===== src/rtl/prbs_pkg.sv =====
// Shared definitions for the PRBS generator / BER checker: checker FSM encoding and the
// LFSR parity and next-state helpers (operands are zero-extended to PRBS_MAX_W).
package prbs_pkg;

    localparam int unsigned PRBS_MAX_W = 64;

    typedef enum logic [1:0] {
        StHunt,
        StVerify,
        StLocked
    } rx_state_e;

    function automatic logic prbs_fb(input logic [PRBS_MAX_W-1:0] state,
                                     input logic [PRBS_MAX_W-1:0] taps);
        return ^(state & taps);
    endfunction

    function automatic logic [PRBS_MAX_W-1:0] prbs_next(input logic [PRBS_MAX_W-1:0] state,
                                                        input logic [PRBS_MAX_W-1:0] taps);
        return {state[PRBS_MAX_W-2:0], prbs_fb(state, taps)};
    endfunction

endpackage


===== src/rtl/prbs_lfsr.sv =====
// Fibonacci LFSR register. When enabled it shifts left, inserting either its own feedback
// or an externally supplied bit at the LSB. fb_o is the bit the register would generate next.
module prbs_lfsr
    import prbs_pkg::*;
#(
    parameter int unsigned W    = 7,
    parameter logic [W-1:0] TAPS = '0,
    parameter logic [W-1:0] SEED = '0
) (
    input  logic clk,
    input  logic rst_n,
    input  logic en_i,
    input  logic ext_sel_i,
    input  logic ext_bit_i,
    output logic fb_o
);

    logic [W-1:0] state_q, state_d;

    always_comb begin
        fb_o    = prbs_fb(PRBS_MAX_W'(state_q), PRBS_MAX_W'(TAPS));
        state_d = state_q;
        if (en_i) begin
            if (ext_sel_i) begin
                state_d = {state_q[W-2:0], ext_bit_i};
            end else begin
                state_d = W'(prbs_next(PRBS_MAX_W'(state_q), PRBS_MAX_W'(TAPS)));
            end
        end
    end

    always_ff @(posedge clk or negedge rst_n) begin
        if (!rst_n) begin
            state_q <= SEED;
        end else begin
            state_q <= state_d;
        end
    end

endmodule


===== src/rtl/prbs_ber_tester.sv =====
// PRBS source plus self-synchronising BER checker. The checker hunts for LFSR_W received bits,
// verifies LOCK_CNT predictions, then free-runs its own reference and counts bit errors.
module prbs_ber_tester
    import prbs_pkg::*;
#(
    parameter int unsigned LFSR_W   = 7,
    parameter logic [LFSR_W-1:0] TAPS = 7'b1100000,
    parameter logic [LFSR_W-1:0] SEED = 7'h7F,
    parameter int unsigned LOCK_CNT = 16,
    parameter int unsigned WIN      = 64,
    parameter int unsigned LOSS_THR = 8,
    parameter int unsigned CNT_W    = 32
) (
    input  logic             clk,
    input  logic             reset,
    input  logic             tx_en,
    input  logic             tx_ready,
    input  logic             err_inject,
    output logic             tx_valid,
    output logic             tx_bit,
    input  logic             rx_valid,
    input  logic             rx_bit,
    input  logic             clr,
    output logic             locked,
    output logic [CNT_W-1:0] bit_count,
    output logic [CNT_W-1:0] err_count
);

    localparam int unsigned FILL_MAX = (LFSR_W > LOCK_CNT) ? LFSR_W : LOCK_CNT;
    localparam int unsigned FC_W     = $clog2(FILL_MAX + 1);
    localparam int unsigned WC_W     = $clog2(WIN + 1);

    // Tx path
    logic tx_valid_q, tx_valid_d;
    logic inj_q, inj_d;
    logic tx_fb;
    logic tx_accept;

    assign tx_accept = tx_valid_q & tx_ready;

    prbs_lfsr #(
        .W    (LFSR_W),
        .TAPS (TAPS),
        .SEED (SEED)
    ) u_tx_lfsr (
        .clk       (clk),
        .rst_n     (reset),
        .en_i      (tx_accept),
        .ext_sel_i (1'b0),
        .ext_bit_i (1'b0),
        .fb_o      (tx_fb)
    );

    always_comb begin
        tx_valid_d = tx_en;
        inj_d      = inj_q;
        if (tx_accept) begin
            inj_d = 1'b0;
        end
        // A same-cycle inject arms the following bit rather than the one being accepted.
        if (err_inject) begin
            inj_d = 1'b1;
        end
    end

    assign tx_valid = tx_valid_q;
    assign tx_bit   = tx_fb ^ inj_q;

    // Rx checker
    rx_state_e        state_q, state_d;
    logic [FC_W-1:0]  fill_q, fill_d;
    logic [FC_W-1:0]  match_q, match_d;
    logic [WC_W-1:0]  win_cnt_q, win_cnt_d;
    logic [WC_W-1:0]  win_err_q, win_err_d;
    logic [CNT_W-1:0] bit_count_q, bit_count_d;
    logic [CNT_W-1:0] err_count_q, err_count_d;
    logic             locked_q, locked_d;
    logic             rx_pred;
    logic             mismatch;

    // Outside LOCKED the reference tracks the line; once locked it free-runs on its prediction.
    prbs_lfsr #(
        .W    (LFSR_W),
        .TAPS (TAPS),
        .SEED ('0)
    ) u_rx_lfsr (
        .clk       (clk),
        .rst_n     (reset),
        .en_i      (rx_valid),
        .ext_sel_i (state_q != StLocked),
        .ext_bit_i (rx_bit),
        .fb_o      (rx_pred)
    );

    assign mismatch = rx_bit ^ rx_pred;

    always_comb begin
        state_d     = state_q;
        fill_d      = fill_q;
        match_d     = match_q;
        win_cnt_d   = win_cnt_q;
        win_err_d   = win_err_q;
        bit_count_d = bit_count_q;
        err_count_d = err_count_q;

        if (rx_valid) begin
            unique case (state_q)
                StHunt: begin
                    fill_d = fill_q + FC_W'(1);
                    if (fill_q == FC_W'(LFSR_W - 1)) begin
                        state_d = StVerify;
                        match_d = '0;
                    end
                end
                StVerify: begin
                    if (!mismatch) begin
                        match_d = match_q + FC_W'(1);
                        if (match_q == FC_W'(LOCK_CNT - 1)) begin
                            state_d   = StLocked;
                            win_cnt_d = '0;
                            win_err_d = '0;
                        end
                    end else begin
                        state_d = StHunt;
                        fill_d  = '0;
                    end
                end
                StLocked: begin
                    if (bit_count_q != '1) begin
                        bit_count_d = bit_count_q + CNT_W'(1);
                    end
                    if (mismatch && (err_count_q != '1)) begin
                        err_count_d = err_count_q + CNT_W'(1);
                    end
                    if (win_cnt_q == WC_W'(WIN - 1)) begin
                        win_cnt_d = '0;
                        win_err_d = '0;
                    end else begin
                        win_cnt_d = win_cnt_q + WC_W'(1);
                        win_err_d = win_err_q + WC_W'(mismatch);
                    end
                    if (mismatch && ((win_err_q + WC_W'(1)) == WC_W'(LOSS_THR))) begin
                        state_d = StHunt;
                        fill_d  = '0;
                    end
                end
                default: begin
                    state_d = StHunt;
                    fill_d  = '0;
                end
            endcase
        end

        if (clr) begin
            bit_count_d = '0;
            err_count_d = '0;
        end

        locked_d = (state_d == StLocked);
    end

    always_ff @(posedge clk or negedge reset) begin
        if (!reset) begin
            tx_valid_q  <= 1'b0;
            inj_q       <= 1'b0;
            state_q     <= StHunt;
            fill_q      <= '0;
            match_q     <= '0;
            win_cnt_q   <= '0;
            win_err_q   <= '0;
            bit_count_q <= '0;
            err_count_q <= '0;
            locked_q    <= 1'b0;
        end else begin
            tx_valid_q  <= tx_valid_d;
            inj_q       <= inj_d;
            state_q     <= state_d;
            fill_q      <= fill_d;
            match_q     <= match_d;
            win_cnt_q   <= win_cnt_d;
            win_err_q   <= win_err_d;
            bit_count_q <= bit_count_d;
            err_count_q <= err_count_d;
            locked_q    <= locked_d;
        end
    end

    assign locked    = locked_q;
    assign bit_count = bit_count_q;
    assign err_count = err_count_q;

endmodule


===== config.mk =====
export PLATFORM = sky130hd
export DESIGN_NAME = prbs_ber_tester
export DESIGN_NICKNAME = d
export VERILOG_FILES = /design/src/rtl/prbs_pkg.sv /design/src/rtl/prbs_lfsr.sv /design/src/rtl/prbs_ber_tester.sv
export SDC_FILE = /design/constraint.sdc
export NUM_CORES = 1
export LEC_CHECK = 0
export CORE_AREA = 2 2 116 118
export CTS_CLUSTER_DIAMETER = 40
export DETAILED_ROUTE_END_ITERATION = 10
export DIE_AREA = 0 0 118 120
export HOLD_SLACK_MARGIN = 0.03
export PLACE_DENSITY = 0.66
export SKIP_CTS_REPAIR_TIMING = 1
export SYNTH_ARGS = -nofsm -noshare
export SYNTH_HDL_FRONTEND = slang
export SYNTH_SLANG_ARGS = --single-unit
export TNS_END_PERCENT = 20

===== constraint.sdc =====
create_clock -name clk -period 6.1 [get_ports clk]
set_input_delay 1.22 -clock clk [delete_from_list [all_inputs] [get_ports clk]]
set_output_delay 1.22 -clock clk [all_outputs]
set_load 0.005 [all_outputs]

==> results.toml, run 1 <==
[run_status]
status = "complete, no violations"

[hold_path]
hold_path_class = "reg -> reg"

[global_routing]
grt_pass1_vias = 4767
grt_overflow_total = 0
grtUsageTotal = 0.194
grt_pass1_wl_um = 22600
grt_start_max_net_pins = 71
antenna_found_initial = 0

[logic_synthesis]
yosysTopAreaCell = "dfrtp_1"
yosys.cell_count.top_type = "dfrtp_1"
ys_warn_count = 0
synth_nets = 627
syn_area_per_cell_um2 = 9.37
synth.distinct_cells = 52
ys.flop_type = "dfrtp_1"
synthesis.area_um2 = 5720
synthArstFlopShare = 1.00
synth_area_leaders = "dfrtp_1, o21ai_0, a21oi_1"
synth_cells = 610
synth_common_cells = "dfrtp_1, o21ai_0, a21oi_1"
synth_top_cell_area_share = 0.438
yosys_register_bits = 107
ys_seq_area_frac = 0.470
synth_edf_count = 0

[timing]
setup_tns_ns = 0
final_hold_viol_count = 0
slew_viol_final = 0
fmax_ghz = 0.241
fin_crit_ns = 4.15
setup-violations-final = 0
grt_setup_unrepaired = "no"
skew_ns = 0.00658
tightest_slew_ns = 1.22
slew_headroom = 0.184
fin_crit_sh = 0.680

[critical_path]
endpoint_kind = "flip-flop"
arrival_ns = 4.42
crit_path_end = "err_count[17]"
r2r_setup_slack_ns = 3.28
rr_worst_depth = 7
startpoint = "rx_valid"
cp_max_fo = 21
rr_startpoint = "bit_count[0]"
worstReg2RegEnd = "bit_count[5]"
critPathKind = "in -> reg"
start_kind = "input port"
worst-endpoint-required_ns = 6.37

[pwr]
ir_worst_vdd_mv = 0.136
powerDensity_nw_per_um2 = 258
leakage_nw = 2.67
power_w = 0.00178

[cts]
clock_sinks = 107
h-tree-depth = 3
root_buffer = "clkbuf_16"
clk_path_buf_depth = 2
cts_tree = "done"
insertion_delay_ns = 0.35
clk_pin_slew_ns = 0.07
cts_buffers = 9

[floorplan]
row_count = 42
die_h_um = 120
core_area_um2 = 13000
start_util = 0.441
dieArea_um2 = 14200
fp.dieW_um = 118
pin_count = 75

[detailed_routing]
firstDrtPassIters = 5
met1_length_um = 6130
wl_per_cell_um = 15.6
wl_met3_um = 701
viasPerCell = 5.83
drt_iter0_markers = 436
totalWireLength_um = 13300
wl_met2_um = 6300
vias = 4992
drtAntennaViolNets = 0
top_layer = "met4"
drc = 0

[run]
maxCapViolations = 0

[cells_and_area]
diodes = 0
area_growth_pct = 20.9
final_nets = 692
drive_gt1_frac = 0.0809

[place]
numPortBuffers = 74
dpl.hpwl_um = 8970
gp_congestion = 0.789
cell families after synthesis:
kind of cell,Yosys count,synth area share
muxes,26,0.0499
buffers and inverters,35,0.0236
adders and majority gates,9,0.0197
xor gates and xnor gates,7,0.0131
AOI/OAI and AO/OA,155,0.155
DFF,107,0.470
and+or+nand+nor,271,0.269
final cells by class:
| class | count | area [um2] |
|---|---|---|
| Fill cell | 1201 | 6070 |
| Multi-Input combinational cell | 468 | 2900 |
| Sequential cell | 107 | 2690 |
| Timing Repair Buffer | 78 | 763 |
| Clock buffer | 12 | 256 |
| Tap cell | 176 | 220 |
| Clock inverter | 4 | 48.8 |
| Inverter | 11 | 41.3 |
worst max-delay path, stage by stage:
cell and delay (ns):
clkdlybuf4s50_1 0.95, nand3b_1 0.54, nor2_2 0.67, o211ai_1 0.39
or4_1 0.49, a21oi_1 0.16
report_power, final:
part           internal [W]  switching [W]  total, W
Clock              0.000341       0.000264  0.000604
Sequential         0.000791      0.0000789  0.000869
Combinational      0.000145       0.000164  0.000309
worst min path at each step:
stage                                      end  cells past startpoint                 start
after global routing                     inj_q                      1                 inj_q
after CTS                         win_cnt_q[5]                      1          win_cnt_q[5]
final                     u_tx_lfsr.state_q[0]                      2  u_tx_lfsr.state_q[0]
after detailed placement          win_cnt_q[5]                      1          win_cnt_q[5]
after floorplan                     match_q[3]                      1            match_q[3]
after global placement            win_cnt_q[5]                      1          win_cnt_q[5]
flip-flops by register name, indices dropped and copies added (netlist names):
name	count
err_count	32
match_q	5
win_cnt_q	7
fill_q	5
state_q	2
u_tx_lfsr.state_q	7
locked	1
tx_valid	1
inj_q	1
u_rx_lfsr.state_q	7
win_err_q	7
bit_count	32
metrics by stage:
step,area [um2],utilization,worst slack (ns),hold WS [ns],instances
final,6910,0.533,1.95,0.479,856
after CTS,6910,0.533,1.97,0.473,856
after detailed placement,6610,0.509,1.58,0.462,840
after global placement,6610,0.509,1.70,0.455,840
after floorplan,5720,-,3.31,0.438,610
after global routing,6910,0.533,1.68,0.512,856
layout by cell type (no fill, tap or decap), types with 7 or more instances in the layout:
master,netlist,final
ha_1,9,9
o21ai_0,61,61
a21oi_1,52,52
nor2_1,36,36
clkbuf_16,0,9
or4_1,15,15
dfstp_2,7,7
nand2_1,50,50
dfrtp_1,100,100
nand3_1,40,40
nand2b_1,7,7
nor4_1,8,8
and3_1,10,10
and4_1,10,10
clkdlybuf4s50_1,0,72
nand4_1,25,25
or3_1,32,32
o31ai_1,18,18
mux2_2,19,19
inv_1,11,11
nor2b_1,12,12
metal layers:
layer / vias to the layer above / GRT usage
met2: 118 / 0.313
li1: 2410 / -
met5: - / 0
met1: 2449 / 0.259
met4: 0 / 0.0715
met3: 15 / 0.0423
Note: power is estimated with default switching activity, not from simulation.
==> run 2: changes to the inputs <==
Settings changed: PLACE_DENSITY 0.66 to 0.69.
Clock period 6.1 ns to 3.62 ns, I/O delays scaled along.
==> results.toml, run 2 (same netlist as run 1, synthesis figures left out) <==
[floorplan]
core_area_um2 = 13000
pin_count = 75
die_h_um = 120
fp.dieW_um = 118
row_count = 42
dieArea_um2 = 14200
start_util = 0.441

[detailed_routing]
vias = 5013
top_layer = "met4"
drt_iter0_markers = 380
firstDrtPassIters = 4
wl_met2_um = 6470
wl_per_cell_um = 15.8
wl_met3_um = 537
drc = 0
drtAntennaViolNets = 0
viasPerCell = 5.81
met1_length_um = 6400
totalWireLength_um = 13600

[timing]
fmax_ghz = 0.353
tightest_slew_ns = 0.845
fin_crit_sh = 0.783
setup_tns_ns = 0
final_hold_viol_count = 0
slew_viol_final = 0
setup-violations-final = 0
grt_setup_unrepaired = "no"
fin_crit_ns = 2.84
skew_ns = 0.00719
slew_headroom = 0.437
worst_slack_ns = 0.784

[critical_path]
worst-endpoint-required_ns = 3.90
start_kind = "input port"
arrival_ns = 3.11
endpoint_kind = "flip-flop"
cp_max_fo = 14
critPathKind = "in -> reg"

[cells_and_area]
regArea_um2 = 2690
fin_util = 0.537
final_nets = 699
final_common_cell = "dfrtp_1"
area_growth_pct = 21.9
multi_input_area_um2 = 2900
diodes = 0
nFillCells = 1172
final_cell_mix = "dfrtp_1, clkdlybuf4s50_1, o21ai_0"
drive_gt1_frac = 0.0873

[cts]
cts_buffers = 9
clk_path_buf_depth = 2
clock_sinks = 107
cts_tree = "done"
h-tree-depth = 3
root_buffer = "clkbuf_16"
insertion_delay_ns = 0.35
clk_pin_slew_ns = 0.06

[global_routing]
antenna_found_initial = 0
grt_pass1_vias = 4797
grt_pass1_wl_um = 23000
grt_start_max_net_pins = 66
grt_overflow_total = 0
grtUsageTotal = 0.197

[run_status]
status = "complete, no violations"

[pwr]
leakage_nw = 2.70
powerDensity_nw_per_um2 = 432
ir_worst_vdd_mv = 0.226

[run]
maxCapViolations = 0

[place]
numPortBuffers = 74
dp_slack_ns = 0.391
gp_congestion = 0.801
dpl.hpwl_um = 9370

[hold_path]
hold_path_class = "reg -> reg"
-- run 2: cell types whose count changed in the layout (fill, tap and decap cells not counted) --
cell	delta
buf_12	+1
clkinv_4	-1
buf_4	+6
clkbuf_1	+2
clkinv_2	-1
-- run 2: path summary, 6_finish.rpt --
check / to / cells past startpoint / slack [ns] / startpoint
setup / recovery: err_count[17] / 6 / 0.78 / rx_valid
hold / removal: match_q[4] / 2 / 0.48 / match_q[4]
setup reg to reg: err_count[17] / 5 / 1.05 / state_q[0]
hold reg to reg: match_q[4] / 2 / 0.48 / match_q[4]
max in group asynchronous: win_cnt_q[4] / 2 / 2.41 / reset
min in group asynchronous: fill_q[1] / 1 / 0.49 / reset
-- run 2: through the flow --
stage          cells  hold WS (ns)  power, W  instance area (um2)
2_1_floorplan    610         0.428   0.00183                 5720
3_3_place_gp     847         0.457   0.00200                 6670
3_5_place_dp     847         0.465   0.00203                 6670
4_1_cts          863         0.479   0.00304                 6970
5_1_grt          863         0.504   0.00319                 6970
6_report         863         0.476   0.00301                 6970
-- run 2: critical path, stage by stage --
cell             delay (ns)
clkdlybuf4s50_1        0.48
nand3b_1               0.44
nor2_2                 0.48
o211ai_1               0.34
or4_1                  0.49
a21oi_1                0.15
-- run 2: where the power goes --
part           total, W  leakage (nW)  switching (W)  internal [W]
Combinational  0.000542          1.14       0.000282      0.000260
Clock           0.00100         0.147       0.000426      0.000574
Sequential      0.00147          1.41       0.000136       0.00133
-- run 2: final cells by class --
class                      instances  area share
clock buffer                      14      0.0379
sequential                       107       0.385
clock inverter                     2     0.00503
tap                              176      0.0316
multi-input combinational        468       0.415
inverter                          11     0.00592
timing repair buffer              85       0.119
-- run 2: per-layer routing --
layer / track usage / up-vias
met3: 0.0290 / 12
met5: 0 / -
met4: 0.0715 / 0
li1: - / 2432
met2: 0.324 / 116
met1: 0.267 / 2453
==> run 3: changes to the inputs <==
Settings changed: PLACE_DENSITY 0.69 to 0.66.
Clock period 3.62 ns to 2.67 ns, I/O delays scaled along.
==> results.toml, run 3 (same netlist as run 1, synthesis figures left out) <==
[detailed_routing]
wl_per_cell_um = 15.7
drc = 0
totalWireLength_um = 13800
vias = 5092
firstDrtPassIters = 5
viasPerCell = 5.83
drt_iter0_markers = 328
drtAntennaViolNets = 0

[critical_path]
rr_worst_depth = 6
arrival_ns = 2.62
worst-endpoint-required_ns = 2.95
path_depth = 6
crit_chain = "ha_1 -> nand2_1 -> or3_4 -> or4_1 -> or4_1 -> a21oi_1"
crit_path_max_incr_delay_ns = 0.55
crit_path_end = "bit_count[28]"
start_kind = "flip-flop"
path_buf_inv = 0
rr_startpoint = "bit_count[0]"
r2r_setup_slack_ns = 0.32
crit_family = "simple AND/OR/NAND/NOR gates"
startpoint = "bit_count[0]"
worstReg2RegEnd = "bit_count[28]"
cp_max_fo = 5
critPathKind = "reg -> reg"
endpoint_kind = "flip-flop"
crit_top_cell = "or4_1"
slowest_stage = "or4_1"

[run]
maxCapViolations = 0

[cts]
clk_path_buf_depth = 2
cts_buffers = 9
cts_tree = "done"
insertion_delay_ns = 0.35
clk_pin_slew_ns = 0.07
root_buffer = "clkbuf_16"
h-tree-depth = 3
clock_sinks = 107

[floorplan]
row_count = 42
die_h_um = 120
fp.dieW_um = 118
core_area_um2 = 13000
start_util = 0.441
pin_count = 75
dieArea_um2 = 14200

[cells_and_area]
final_nets = 710
nFillCells = 1167
final_common_cell = "dfrtp_1"
drive_gt1_frac = 0.103
fin_cells = 874
area_growth_pct = 24.0
fin_util = 0.546
final_cell_mix = "dfrtp_1, clkdlybuf4s50_1, o21ai_0"
diodes = 0

[pwr]
seqPwrFrac = 0.473
p_switching_w = 0.00119
p_sw_frac = 0.282
ir_worst_vdd_mv = 0.286
p_clk_frac = 0.341
comb_power_share = 0.187
powerDensity_nw_per_um2 = 594
leakage_nw = 2.77
p_int_w = 0.00303

[place]
dp_slack_ns = 0.0123
gp_congestion = 0.788
dpl.hpwl_um = 9460
place_inst = 858
numPortBuffers = 74

[timing]
final_hold_viol_count = 0
setup_tns_ns = 0
fin_crit_ns = 2.35
tightest_slew_ns = 0.913
fmax_ghz = 0.426
fin_crit_sh = 0.878
worst_slack_ns = 0.325
skew_ns = 0.00779
holdWs_ns = 0.190
grt_setup_unrepaired = "no"
setup-violations-final = 0
slew_headroom = 0.389
slew_viol_final = 0

[global_routing]
grt_pass1_wl_um = 23300
grtUsageTotal = 0.200
grt_overflow_total = 0
grt_start_max_net_pins = 71
antenna_found_initial = 0
grt_pass1_vias = 4925

[hold_path]
hold_path_class = "in -> async"

[run_status]
status = "complete, no violations"
-- run 3: cell types whose count changed in the layout (fill, tap and decap cells not counted), sizes merged --
cell / previous run / this run
clkbuf: 14 / 11
clkinvlp: 0 / 1
buf: 13 / 24
bufinv: 1 / 2
clkinv: 1 / 2
-- run 3: cell type report --
class / instances / area, um2 / area share
inverter: 11 / 41.3 / 0.00582
sequential: 107 / 2690 / 0.379
clock buffer: 11 / 233 / 0.0328
timing repair buffer: 96 / 936 / 0.132
tap: 176 / 220 / 0.0311
multi-input combinational: 468 / 2900 / 0.409
clock inverter: 5 / 77.6 / 0.0109
-- run 3: routing by layer --
layer / up-vias / global-route usage / part of all wire
met2: 115 / 0.318 / 0.47
met4: 0 / 0.0843 / 0.015
met3: 17 / 0.0394 / 0.045
met1: 2507 / 0.267 / 0.47
li1: 2453 / - / -
met5: - / 0 / 0
-- run 3: how the worst min path moves through the flow --
stage	to	depth (start not counted)	slack [ns]	startpoint
floorplan	bit_count[0]	0	0.24	reset
global route	bit_count[0]	1	0.25	reset
detailed placement	match_q[4]	2	0.47	match_q[4]
finish	bit_count[2]	1	0.19	reset
CTS	bit_count[0]	1	0.22	reset
global placement	win_cnt_q[5]	1	0.46	win_cnt_q[5]
-- run 3: power by group through the flow --
stage               combinational [W]  clock [W]  sequential (W)
floorplan                    0.000515          0         0.00197
global placement             0.000766          0         0.00201
detailed placement           0.000790          0         0.00202
CTS                          0.000795    0.00146         0.00199
global route                 0.000895    0.00153         0.00202
finish                       0.000786    0.00144         0.00199
-- run 3: metrics by stage --
stage	total power, W	instance area [um2]
final	0.00422	7090
after CTS	0.00424	7090
after global routing	0.00445	7090
after detailed placement	0.00281	6780
after floorplan	0.00248	5720
after global placement	0.00277	6780
-- run 3: worst register-to-register path: cells and delay by family, from the launching register on --
kind	cells	cell delay (ns)
DFF	1	0.41
and+or+nand+nor	4	1.51
adders and majority gates	1	0.19
AOI/OAI and AO/OA	1	0.16
